### src/rtl/mpu6050_burst_reader.sv
// mpu6050_burst_reader: periodically reads the six MPU6050 accel registers one byte per I2C transaction
// and publishes three signed 16-bit samples, aborting any transaction that hangs.
module mpu6050_burst_reader #(
  parameter logic [6:0]  SLAVE_ADDR    = 7'h68,
  parameter logic [7:0]  BASE_REG      = 8'h3B,
  parameter int unsigned SAMPLE_PERIOD = 2500000,
  parameter int unsigned TIMEOUT       = 200000
) (
  input  logic               clk,
  input  logic               reset,
  input  logic               enable_i,
  input  logic               i2c_idle_i,
  input  logic               i2c_data_valid_i,
  input  logic [7:0]         i2c_data_i,
  output logic               i2c_start_o,
  output logic               i2c_stop_o,
  output logic [6:0]         i2c_slave_address_o,
  output logic [7:0]         i2c_reg_addr_o,
  output logic signed [15:0] accel_x_o,
  output logic signed [15:0] accel_y_o,
  output logic signed [15:0] accel_z_o,
  output logic               sample_valid_o,
  output logic               busy_o,
  output logic               timeout_err_o,
  output logic [7:0]         err_count_o
);
  localparam int TW = (SAMPLE_PERIOD > 1) ? $clog2(SAMPLE_PERIOD) : 1;
  localparam int WW = (TIMEOUT > 1) ? $clog2(TIMEOUT + 1) : 1;

  typedef enum logic [3:0] {
    IDLE, ISSUE, WAIT_DATA, STOP_REQ, WAIT_IDLE, NEXT, PUBLISH, ABORT, DRAIN
  } state_t;

  state_t        state_q;
  logic [TW-1:0] tick_q;
  logic [WW-1:0] wait_q;
  logic [2:0]    idx_q;
  logic [7:0]    bytes_q [6];
  logic [15:0]   ax_q, ay_q, az_q;
  logic [7:0]    err_q;
  logic          pending_q, pending_d, dv_q, start_q, stop_q, valid_q, terr_q;
  logic          tick_hit, dv_rise, timed_out, launch, waiting, abort;

  assign tick_hit  = tick_q == TW'(SAMPLE_PERIOD - 1);
  assign dv_rise   = i2c_data_valid_i & ~dv_q;
  assign timed_out = wait_q == WW'(TIMEOUT - 1);
  // A tick in the same cycle counts as pending so IDLE launches on the very next edge.
  assign launch    = (state_q == IDLE) & (pending_q | tick_hit) & enable_i & i2c_idle_i;
  assign pending_d = ~launch & (pending_q | tick_hit);
  assign waiting   = (state_q == ISSUE) | (state_q == WAIT_DATA) | (state_q == WAIT_IDLE);
  assign abort     = timed_out & (((state_q == ISSUE) & i2c_idle_i) |
                                  ((state_q == WAIT_DATA) & ~dv_rise) |
                                  ((state_q == WAIT_IDLE) & ~i2c_idle_i));

  assign i2c_start_o         = start_q;
  assign i2c_stop_o          = stop_q;
  assign i2c_slave_address_o = SLAVE_ADDR;
  assign i2c_reg_addr_o      = BASE_REG + {5'd0, idx_q};
  assign accel_x_o           = ax_q;
  assign accel_y_o           = ay_q;
  assign accel_z_o           = az_q;
  assign sample_valid_o      = valid_q;
  assign busy_o              = state_q != IDLE;
  assign timeout_err_o       = terr_q;
  assign err_count_o         = err_q;

  always_ff @(posedge clk) begin
    if (reset) begin
      state_q   <= IDLE;
      tick_q    <= '0;
      wait_q    <= '0;
      idx_q     <= '0;
      pending_q <= 1'b0;
      dv_q      <= 1'b0;
      start_q   <= 1'b0;
      stop_q    <= 1'b0;
      valid_q   <= 1'b0;
      terr_q    <= 1'b0;
      err_q     <= '0;
      ax_q      <= '0;
      ay_q      <= '0;
      az_q      <= '0;
      for (int i = 0; i < 6; i++) bytes_q[i] <= '0;
    end else begin
      tick_q    <= tick_hit ? '0 : tick_q + TW'(1);
      pending_q <= pending_d;
      dv_q      <= i2c_data_valid_i;
      wait_q    <= waiting ? wait_q + WW'(1) : '0;
      stop_q    <= 1'b0;
      valid_q   <= 1'b0;
      terr_q    <= 1'b0;
      if (abort) begin
        state_q <= ABORT;
        start_q <= 1'b0;
        stop_q  <= 1'b1;
        terr_q  <= 1'b1;
        err_q   <= (err_q != 8'hFF) ? err_q + 8'd1 : err_q;
      end else begin
        case (state_q)
          IDLE: if (launch) begin
            state_q <= ISSUE;
            idx_q   <= '0;
            start_q <= 1'b1;
          end
          ISSUE: if (!i2c_idle_i) begin
            state_q <= WAIT_DATA;
            start_q <= 1'b0;
            wait_q  <= '0;
          end
          WAIT_DATA: if (dv_rise) begin
            bytes_q[idx_q] <= i2c_data_i;
            state_q        <= STOP_REQ;
            stop_q         <= 1'b1;
          end
          STOP_REQ:  state_q <= WAIT_IDLE;
          WAIT_IDLE: if (i2c_idle_i) state_q <= NEXT;
          NEXT: if (idx_q == 3'd5) begin
            state_q <= PUBLISH;
            ax_q    <= {bytes_q[0], bytes_q[1]};
            ay_q    <= {bytes_q[2], bytes_q[3]};
            az_q    <= {bytes_q[4], bytes_q[5]};
            valid_q <= 1'b1;
          end else begin
            state_q <= ISSUE;
            idx_q   <= idx_q + 3'd1;
            start_q <= 1'b1;
          end
          PUBLISH: state_q <= IDLE;
          ABORT:   state_q <= DRAIN;
          DRAIN:   if (i2c_idle_i) state_q <= IDLE;
          default: state_q <= IDLE;
        endcase
      end
    end
  end
endmodule

### config.mk
export PLATFORM = sky130hd
export DESIGN_NAME = mpu6050_burst_reader
export DESIGN_NICKNAME = d
export VERILOG_FILES = /design/src/rtl/mpu6050_burst_reader.sv
export SDC_FILE = /design/constraint.sdc
export NUM_CORES = 1
export LEC_CHECK = 0
export BUFFER_PORTS_ARGS = -buffer_cell sky130_fd_sc_hd__buf_2
export CAP_MARGIN = 0
export CORE_MARGIN = 2
export CORE_UTILIZATION = 45
export CTS_BUF_LIST = sky130_fd_sc_hd__clkbuf_4 sky130_fd_sc_hd__clkbuf_8
export CTS_CLUSTER_SIZE = 10
export DETAILED_ROUTE_END_ITERATION = 7
export GPL_TIMING_DRIVEN = 0
export SYNTH_ARGS = -nofsm -noshare
export SYNTH_HDL_FRONTEND = slang
export SYNTH_SLANG_ARGS = --single-unit
export TNS_END_PERCENT = 30
### constraint.sdc
create_clock -name clk -period 3.85 [get_ports clk]
set_clock_uncertainty 0.05 [all_clocks]
set_input_delay 0.5775 -clock clk [delete_from_list [all_inputs] [get_ports clk]]
set_output_delay 0.5775 -clock clk [all_outputs]
set_load 0.03 [all_outputs]
==> results of run 1 <==
[final cells by class]
| type | instances | area share [%] |
|---|---|---|
| Sequential cell | 157 | 48.4 |
| Multi-Input combinational cell | 467 | 34.3 |
| Timing Repair Buffer | 79 | 5.28 |
| Clock buffer | 20 | 3.43 |
| Tap cell | 180 | 3.01 |
| Buffer | 42 | 2.62 |
| Clock inverter | 12 | 2.29 |
| Inverter | 13 | 0.652 |
[cell families (layout without fill, tap and decap cells)]
logic type | count (synthesis) | after routing
buffers and inverters | 55 | 166
XOR/XNOR | 39 | 39
multiplexers | 3 | 3
AND/OR/NAND/NOR | 329 | 329
AO/OA/AOI/OAI | 81 | 81
flip-flops | 157 | 157
adder cells (fa/ha/maj) | 7 | 7
other | 2 | 8
[routing by layer]
layer,vias up,wire length (um),track usage (%)
met1,2335,6460,24.8
met4,0,257,7.46
met2,104,6400,30.3
li1,2458,-,-
met3,21,748,5.17
met5,-,0,0
[report_power, final]
group | total (mW) | switching (mW) | internal [mW]
Clock | 1.31 | 0.590 | 0.724
Sequential | 1.77 | 0.0218 | 1.75
Combinational | 0.338 | 0.226 | 0.111
Total | 3.42 | 0.839 | 2.58
[critical path, cell delays in order, from the launching register on]
cell and delay [ns]:
dfxtp_1 0.31, clkbuf_1 0.20, nor2_1 0.27, nand3_1 0.19, nor2_1 0.23, nor4b_1 0.96, or2_2 0.39
[cell usage in the layout (no fill, tap or decap), types with 12 or more instances in the layout]
cell type	Yosys	final
nand2_1	124	124
dfxtp_1	109	109
buf_2	4	83
nor2_1	64	64
a21oi_1	59	59
and2_1	49	49
edfxtp_1	48	48
nand3_1	29	29
xor2_1	29	29
clkbuf_1	28	28
clkbuf_8	0	17
inv_1	12	12
and3_1	12	12
[stage by stage]
stage / cell area, um2 / util (%)
after floorplan: 6440 / -
after global placement: 7060 / 50.9
after detailed placement: 7060 / 50.9
after CTS: 7490 / 53.9
after global routing: 7490 / 53.9
final: 7490 / 53.9
[sequential cells by signal, indices dropped and copies added (netlist names), 3 cells and up]
| signal | flops |
|---|---|
| bytes_q | 48 |
| tick_q | 22 |
| wait_q | 18 |
| accel_x_o | 16 |
| accel_y_o | 16 |
| accel_z_o | 16 |
| err_count_o | 8 |
| state_q | 4 |
| idx_q | 3 |
[synth_stat cells (all sizes together), types with 3 or more instances]
cell type | instances | area [um2]
a21oi | 59 | 295
a31o | 3 | 26.3
a31oi | 3 | 18.8
and2 | 49 | 307
and3 | 12 | 75.1
buf | 14 | 91.3
clkbuf | 28 | 105
dfxtp | 109 | 2180
edfxtp | 48 | 1440
ha | 7 | 87.6
inv | 12 | 45.0
nand2 | 124 | 465
nand3 | 29 | 145
nand4 | 11 | 75.1
nor2 | 64 | 240
nor2b | 8 | 50.1
nor3 | 5 | 36.3
nor4 | 3 | 25.0
nor4b | 7 | 73.8
o21ai | 7 | 35.0
or2 | 6 | 37.5
xnor2 | 10 | 87.6
xor2 | 29 | 254
[final timing paths]
kind	startpoint	slack, ns	end	cells past startpoint
max reg2reg	state_q[3]	0.94	bytes_q[0][5]	6
min reg2reg	accel_y_o[7]	0.40	accel_y_o[7]	2
max	state_q[3]	0.94	bytes_q[0][5]	6
min	i2c_data_valid_i	0.32	dv_q	2
==> results.md, run 1 <==
* Status: finished clean
* Total track usage at a little under a fifth
* DR pass1 iterations at 4
* Worst-Skew Late Latency at roughly 0.45 ns
* Vias per cell at a little over 5
* Cts hold-fix bufs at 0
* HPWL after DPL at 9990 um
* Grt total ovfl at 0
* CTS sink cnt at 157
* Crit end category: flop
* Fmax achieved at 344 MHz
* Seq/Total Area, Yosys at 56.5%
* Setup TNS at 0 ns
* Synth Area in Adders at under 10%
* Gate count of the mapped netlist at 673
* Multiplexer share of the synthesized area at less than 1%
* CTS tree: built
* Largest net degree at the start of global routing at 17
* N_diodes at 0
* Crit path required time at 3.95 ns
* Xor/xnor share of the synthesized area at 5.32%
* Starting Density at 46.2%
* Total area of multi-input combinational cells at ~0.0026 mm2
* Per-cell routed wire length at between 10 and 15 um
* Inserted Clock Buffers at 17
* Period utilisation layout at 75.5%
* Max Transition Viols Final at 0
* Post_cts resized at 0
* Routed Antenna Nets at 0
* Worst setup path category: reg2reg
* Fillers at 1,300
* Total area of sequential cells at approximately 0.0036 mm2
* First-pass GRT wire length at 22,100 um
* Worst-path clk slew at 0.08 ns
* RSZ-0062 raised after global routing: false
* Setup Buffers After CTS at 0
* Layout Nets at 797
* DRT iter0 DRCs at 283
* Finished Layout Cells at just under 1,000
* Final GP Congestion at 0.857
* Final wirelength at ~14,000 um
* Max IR drop VDD at 237 uV
* Setup violations, final at 0
* Vias in the first global route at 4,564
* Kind of start point of the critical path: flop
* Initial antenna violation count at 2
* Worst hold-check path type: in2reg
* Final setup margin at 0.943 ns
* Syn avg cell area at 9.54 um2
* Cells after DPL at 938
* Bufs on Longest Clock Path at 2
* Total die area at about 0.015 mm2
* Root Driver: clkbuf_8
* YS warnings at 0
* DRC Markers at 0
* Core area at 0.0139 mm2
* Primary FF master, synth: dfxtp_1
* Synth-to-Final Area Change at 16.7%
* Simple-gate share of the synthesized area at 25.3%
* Ports at 89
* Slew headroom at 20.1%
* Post-synth EDFFs at 48
* Crit path DAT at 3.01 ns
* CP max FO at 9
* Die H at 123 um
* Mapped Area at 0.00642 mm2
* Fin. Hold Viols at 0
* Largest family of logic cells by synthesized area: simple AND/OR/NAND/NOR gates
* Share of cells above drive strength 1 at 17.2%
* PortBufs at 79
* Synth Area in Compound Gates at under 10%
* Flops & latches, synth at 157
* Site Rows at 43
* Fin crit period at 2.91 ns
* PD cells at approximately 460 mW/mm2
* Synth cell types at 53
* Post-Place Worst Slack at 0.804 ns
* Total power at 3.42 mW
* Leak at 2.92 nW
* Die width at approximately 120 um
* Worst-Margin Slew at 1.19 ns
* Vias at 4,918
* FFs w/ async S/R, synth at 0%
* Max cap viols at 0
* CTS H-tree lvls at 4
* Min Hold Slack at 0.316 ns
Power figures use the tool's default switching activity.
==> run 2: changes to the inputs <==
==> constraint.sdc (replaced) <==
create_clock -name clk -period 2.95 [get_ports clk]
set_clock_uncertainty 0.05 [all_clocks]
set_input_delay 0.4425 -clock clk [delete_from_list [all_inputs] [get_ports clk]]
set_output_delay 0.4425 -clock clk [all_outputs]
set_load 0.03 [all_outputs]
==> run 2 against run 1 <==
Fmax grew 15%. Global-route usage is the same. Combinational power grew 32%. Total power grew 31%. Cell count is the same. Setup slack lost 0.53 ns. Critical path depth grew 1. Highest routed layer unchanged.
==> results.md, run 2 (synthesis gave the netlist of run 1 again) <==
* Clock Power Share at a little under two fifths
* DR pass1 iterations at 4
* Sw frac at between 20% and 30%
* Worst setup path category: reg2reg
* Routed Antenna Nets at 0
* CTS H-tree lvls at 4
* Ports at about 90
* HPWL after DPL at between 9000 and 10,000 um
* Starting Density at 46.2%
* Die H at 123 um
* Critical Path Max Stage Delay at 0.42 ns
* Biggest register: bytes_q
* Final setup margin at 0.412 ns
* Site Rows at 43
* Inserted Clock Buffers at 17
* Share of cells above drive strength 1 at 17.6%
* Post-Place Worst Slack at 0.0392 ns
* PD cells at 594 mW/mm2
* Most common cell on crit path: nor2_1
* Vias in the first global route at 4,564
* Grt total ovfl at 0
* Worst-Margin Slew at 1.18 ns
* Sequential power share at between 50% and 60%
* CP delay by family, top: simple AND/OR/NAND/NOR gates
* Die width at 123 um
* Commonest non-fill, non-tap cell in the layout: nand2_1
* CTS tree: built
* Synth-to-Final Area Change at 17.2%
* Critical path cell sequence: clkbuf_1, nor2_1, nand3_1, nor2_1, clkbuf_2, nor4b_4, or2_2
* Vias per cell at 5.10
* Slew headroom at about a fifth
* Status: finished clean
* Fin. Hold Viols at 0
* Root Driver: clkbuf_8
* Final GP Congestion at around 0.86
* Max cap viols at 0
* Max reg flops at 48
* DRT iter0 DRCs at 291
* DRC Markers at 0
* RSZ-0062 raised after global routing: false
* Core area at 0.0139 mm2
* Total die area at 0.0152 mm2
* Initial antenna violation count at 2
* R2R Setup Slk at 0.41 ns
* Largest registers: bytes_q: 48 flops, tick_q: 22 flops, wait_q: 18 flops
* Min Hold Slack at 0.180 ns
* Internal power at 3.37 mW
* Fin crit period at 2.54 ns
* CP max FO at 10
* Setup TNS at 0 ns
* Max Transition Viols Final at 0
* Leak at 2.93 nW
* Fmax achieved at around 400 MHz
* Per-cell routed wire length at 14.4 um
* Period utilisation layout at 86.0%
* Largest net degree at the start of global routing at 17
* Cts hold-fix bufs at 0
* Max IR drop VDD at 309 uV
* Most frequent cells in the layout: 124 x nand2_1, 109 x dfxtp_1, 83 x buf_2
* Bufs on Longest Clock Path at 2
* Psw at between 1 and 1.5 mW
* Total track usage at 19.1%
* CTS sink cnt at ~160
* PortBufs at 79
* Kind of start point of the critical path: flop
* Worst hold-check path type: in2reg
* Setup violations, final at 0
* Layout Nets at 797
* Comb power frac at 9.9%
* Vias at 4,948
* Crit end category: flop
* CP Buf/Inv Count at 2
* Slowest cell on the critical path: nor4b_4
* Total power at between 4 and 5 mW
* Worst-path clk slew at 0.08 ns
* First-pass GRT wire length at 22,100 um
* Crit path required time at 3.05 ns
* Final wirelength at around 14,000 um
* Crit path DAT at 2.64 ns
* Worst-Skew Late Latency at 0.45 ns
* N_diodes at 0
[run 2: power by group through the flow]
stage               Sequential, mW  Combinational, mW  Clock, mW
finish                        2.31              0.445       1.72
global route                  2.32              0.495       1.84
CTS                           2.31              0.443       1.76
detailed placement            2.36              0.443          0
global placement              2.36              0.435          0
floorplan                     2.37              0.314          0
[run 2: cell type report]
cell class / instances / area [um2]
Buffer: 42 / 198
Fill cell: 1295 / 6360
Clock buffer: 20 / 256
Multi-Input combinational cell: 467 / 2600
Sequential cell: 157 / 3620
Tap cell: 180 / 225
Clock inverter: 12 / 171
Inverter: 13 / 48.8
Timing Repair Buffer: 79 / 395
[run 2: final timing paths]
check                   startpoint       endpoint  cells after the start
setup / recovery        state_q[3]  bytes_q[2][6]                      7
hold / removal    i2c_data_valid_i           dv_q                      2
setup reg to reg        state_q[3]  bytes_q[2][6]                      7
hold reg to reg       accel_y_o[7]   accel_y_o[7]                      2
[run 2: routing by layer]
metal / vias to the layer above / GRT usage (%) / routed length, um
li1: 2459 / - / -
met1: 2360 / 24.8 / 6550
met2: 108 / 30.3 / 6420
met3: 21 / 5.17 / 700
met4: 0 / 7.46 / 257
met5: - / 0 / 0
[run 2: timing repair]
| action | 4_1_cts | 5_1_grt |
|---|---|---|
| gates resized for setup | 0 | 6 |
| setup endpoints to repair | 0 | 32 |
| buffers inserted | 0 | 0 |
[run 2: through the flow]
stage	cells	utilization (%)	area, um2
final	970	54.2	7520
after global routing	970	54.2	7520
after CTS	970	53.9	7490
after detailed placement	938	50.9	7060
after global placement	938	50.9	7060
after floorplan	679	-	6440
==> run 3: changes to the inputs <==
--- a/config.mk
+++ b/config.mk
@@ -13,6 +13,7 @@
 export CTS_CLUSTER_SIZE = 10
 export DETAILED_ROUTE_END_ITERATION = 7
 export GPL_TIMING_DRIVEN = 0
+export PLACE_DENSITY_LB_ADDON = 0.12
 export SYNTH_ARGS = -nofsm -noshare
 export SYNTH_HDL_FRONTEND = slang
 export SYNTH_SLANG_ARGS = --single-unit
==> run 3 against run 2 <==
Via count shrank 1.5%. Non-clock buffer count is the same. Wire length shrank 0.34%. First-iteration DRC count shrank 11%. Critical path type unchanged. Highest routed layer unchanged.
==> results.md, run 3 (synthesis gave the netlist of run 1 again) <==
* Status: finished clean
* Fin crit period at around 2.8 ns
* Min Hold Slack at 0.177 ns
* Ports at 89
* Largest net degree at the start of global routing at 17
* Worst-Skew Late Latency at around 0.45 ns
* DRT iter0 DRCs at 259
* Crit path required time at 3.05 ns
* CTS sink cnt at 157
* Layout Nets at roughly 800
* Inserted Clock Buffers at 17
* Total power at 4.70 mW
* Cts hold-fix bufs at 0
* Vias in the first global route at 4,684
* PD cells at 621 mW/mm2
* Commonest non-fill, non-tap cell in the layout: nand2_1
* Total track usage at between 10% and 20%
* Worst hold-check path type: in2reg
* Final wirelength at 13,900 um
* Leak at 2.95 nW
* Routed Antenna Nets at 0
* Worst setup path category: reg2reg
* Core area at around 0.014 mm2
* CP Buf/Inv Count at 2
* Final GP Congestion at 0.852
* Worst-Margin Slew at 1.18 ns
* Crit end category: flop
* Period utilisation layout at a little over nine tenths
* Bufs on Longest Clock Path at 2
* DRC Markers at 0
* Kind of start point of the critical path: flop
* Vias at just under 5,000
* Max reg flops at 48
* Starting Density at 46.2%
* Root Driver: clkbuf_8
* CP delay by family, top: simple AND/OR/NAND/NOR gates
* Biggest register: bytes_q
* Fmax achieved at 354 MHz
* DP Area at 0.00706 mm2
* Fillers at 1,295
* Final Cell Area at 0.00757 mm2
* CTS H-tree lvls at 4
* Grt total ovfl at 0
* Most frequent cells in the layout: 124 x nand2_1, 109 x dfxtp_1, 83 x buf_2
* Max IR drop VDD at 346 uV
* Site Rows at 43
* Initial antenna violation count at 1
* Largest registers: bytes_q: 48 flops, tick_q: 22 flops, wait_q: 18 flops
* Setup violations, final at 0
* RSZ-0062 raised after global routing: true
* Vias per cell at 5.03
* N_diodes at 0
* Max Transition Viols Final at 0
* HPWL after DPL at about 9900 um
* Synth-to-Final Area Change at 17.9%
* Per-cell routed wire length at 14.3 um
* Die width at between 100 and 150 um
* Setup Buffers After CTS at 0
* PortBufs at 79
* Crit path DAT at 2.92 ns
* Slowest cell on the critical path: nor4b_2
* Total die area at ~0.015 mm2
* Critical Path Max Stage Delay at 0.60 ns
* DR pass1 iterations at 5
* Die H at 123 um
* Slew headroom at a little over a fifth
* CTS tree: built
* Post_cts resized at 1
* Critical path cell sequence: clkbuf_1, nor2_1, nand3_1, nor2_1, clkbuf_1, nor4b_2, or2_2
* Worst-path clk slew at 0.08 ns
* Share of cells above drive strength 1 at between 10% and 20%
* Max cap viols at 0
* Fin. Hold Viols at 0
* First-pass GRT wire length at 22,500 um
* CP max FO at 10
==> run 3: cell count changes in the layout (fill, tap and decap cells not counted) <==
cell / previous run / this run
clkbuf_8: 17 / 20
bufinv_16: 4 / 6
clkbuf_4: 3 / 1
clkinv_2: 5 / 3
clkinv_4: 3 / 1
nor4b_2: 2 / 4
nor4b_4: 2 / 0
clkbuf_1: 27 / 28
clkbuf_2: 1 / 0
inv_4: 0 / 1
==> run 3: path summary, 6_finish.rpt <==
path	startpoint	to	slack, ns	depth (start not counted)
worst max-delay path	state_q[3]	bytes_q[1][6]	0.12	7
worst max register to register	state_q[3]	bytes_q[1][6]	0.12	7
worst min-delay path	i2c_data_valid_i	dv_q	0.18	2
worst min register to register	accel_y_o[14]	accel_y_o[14]	0.40	2
==> run 3: routing by layer <==
metal  vias up  wire length [um]  track usage [%]
met3        22               613             4.06
met5         -                 0                0
met2        97              6540             31.1
met1      2303              6420             25.2
met4         0               302             8.38
li1       2453                 -                -
==> run 3: metrics by stage <==
stage	setup WS [ns]	cells	TNS [ns]	util, %
3_5_place_dp	-0.0876	938	-0.699	50.9
2_1_floorplan	0.776	679	0	-
5_1_grt	-0.179	970	-2.82	54.5
3_3_place_gp	-0.0126	938	-0.0993	50.9
4_1_cts	0.136	970	0	54.5
6_report	0.122	970	0	54.5
==> run 3: cell type report <==
| class | count | area (um2) | area share, % |
|---|---|---|---|
| Clock inverter | 11 | 210 | 2.78 |
| Tap cell | 180 | 225 | 2.98 |
| Buffer | 42 | 196 | 2.60 |
| Sequential cell | 157 | 3620 | 47.9 |
| Clock buffer | 21 | 283 | 3.74 |
| Inverter | 13 | 48.8 | 0.645 |
| Timing Repair Buffer | 79 | 395 | 5.23 |
| Multi-Input combinational cell | 467 | 2580 | 34.1 |
==> run 3: power breakdown <==
group	internal [mW]	total (mW)	switching, mW
Sequential	2.28	2.31	0.0279
Combinational	0.145	0.450	0.304
Clock	1.17	1.94	0.771
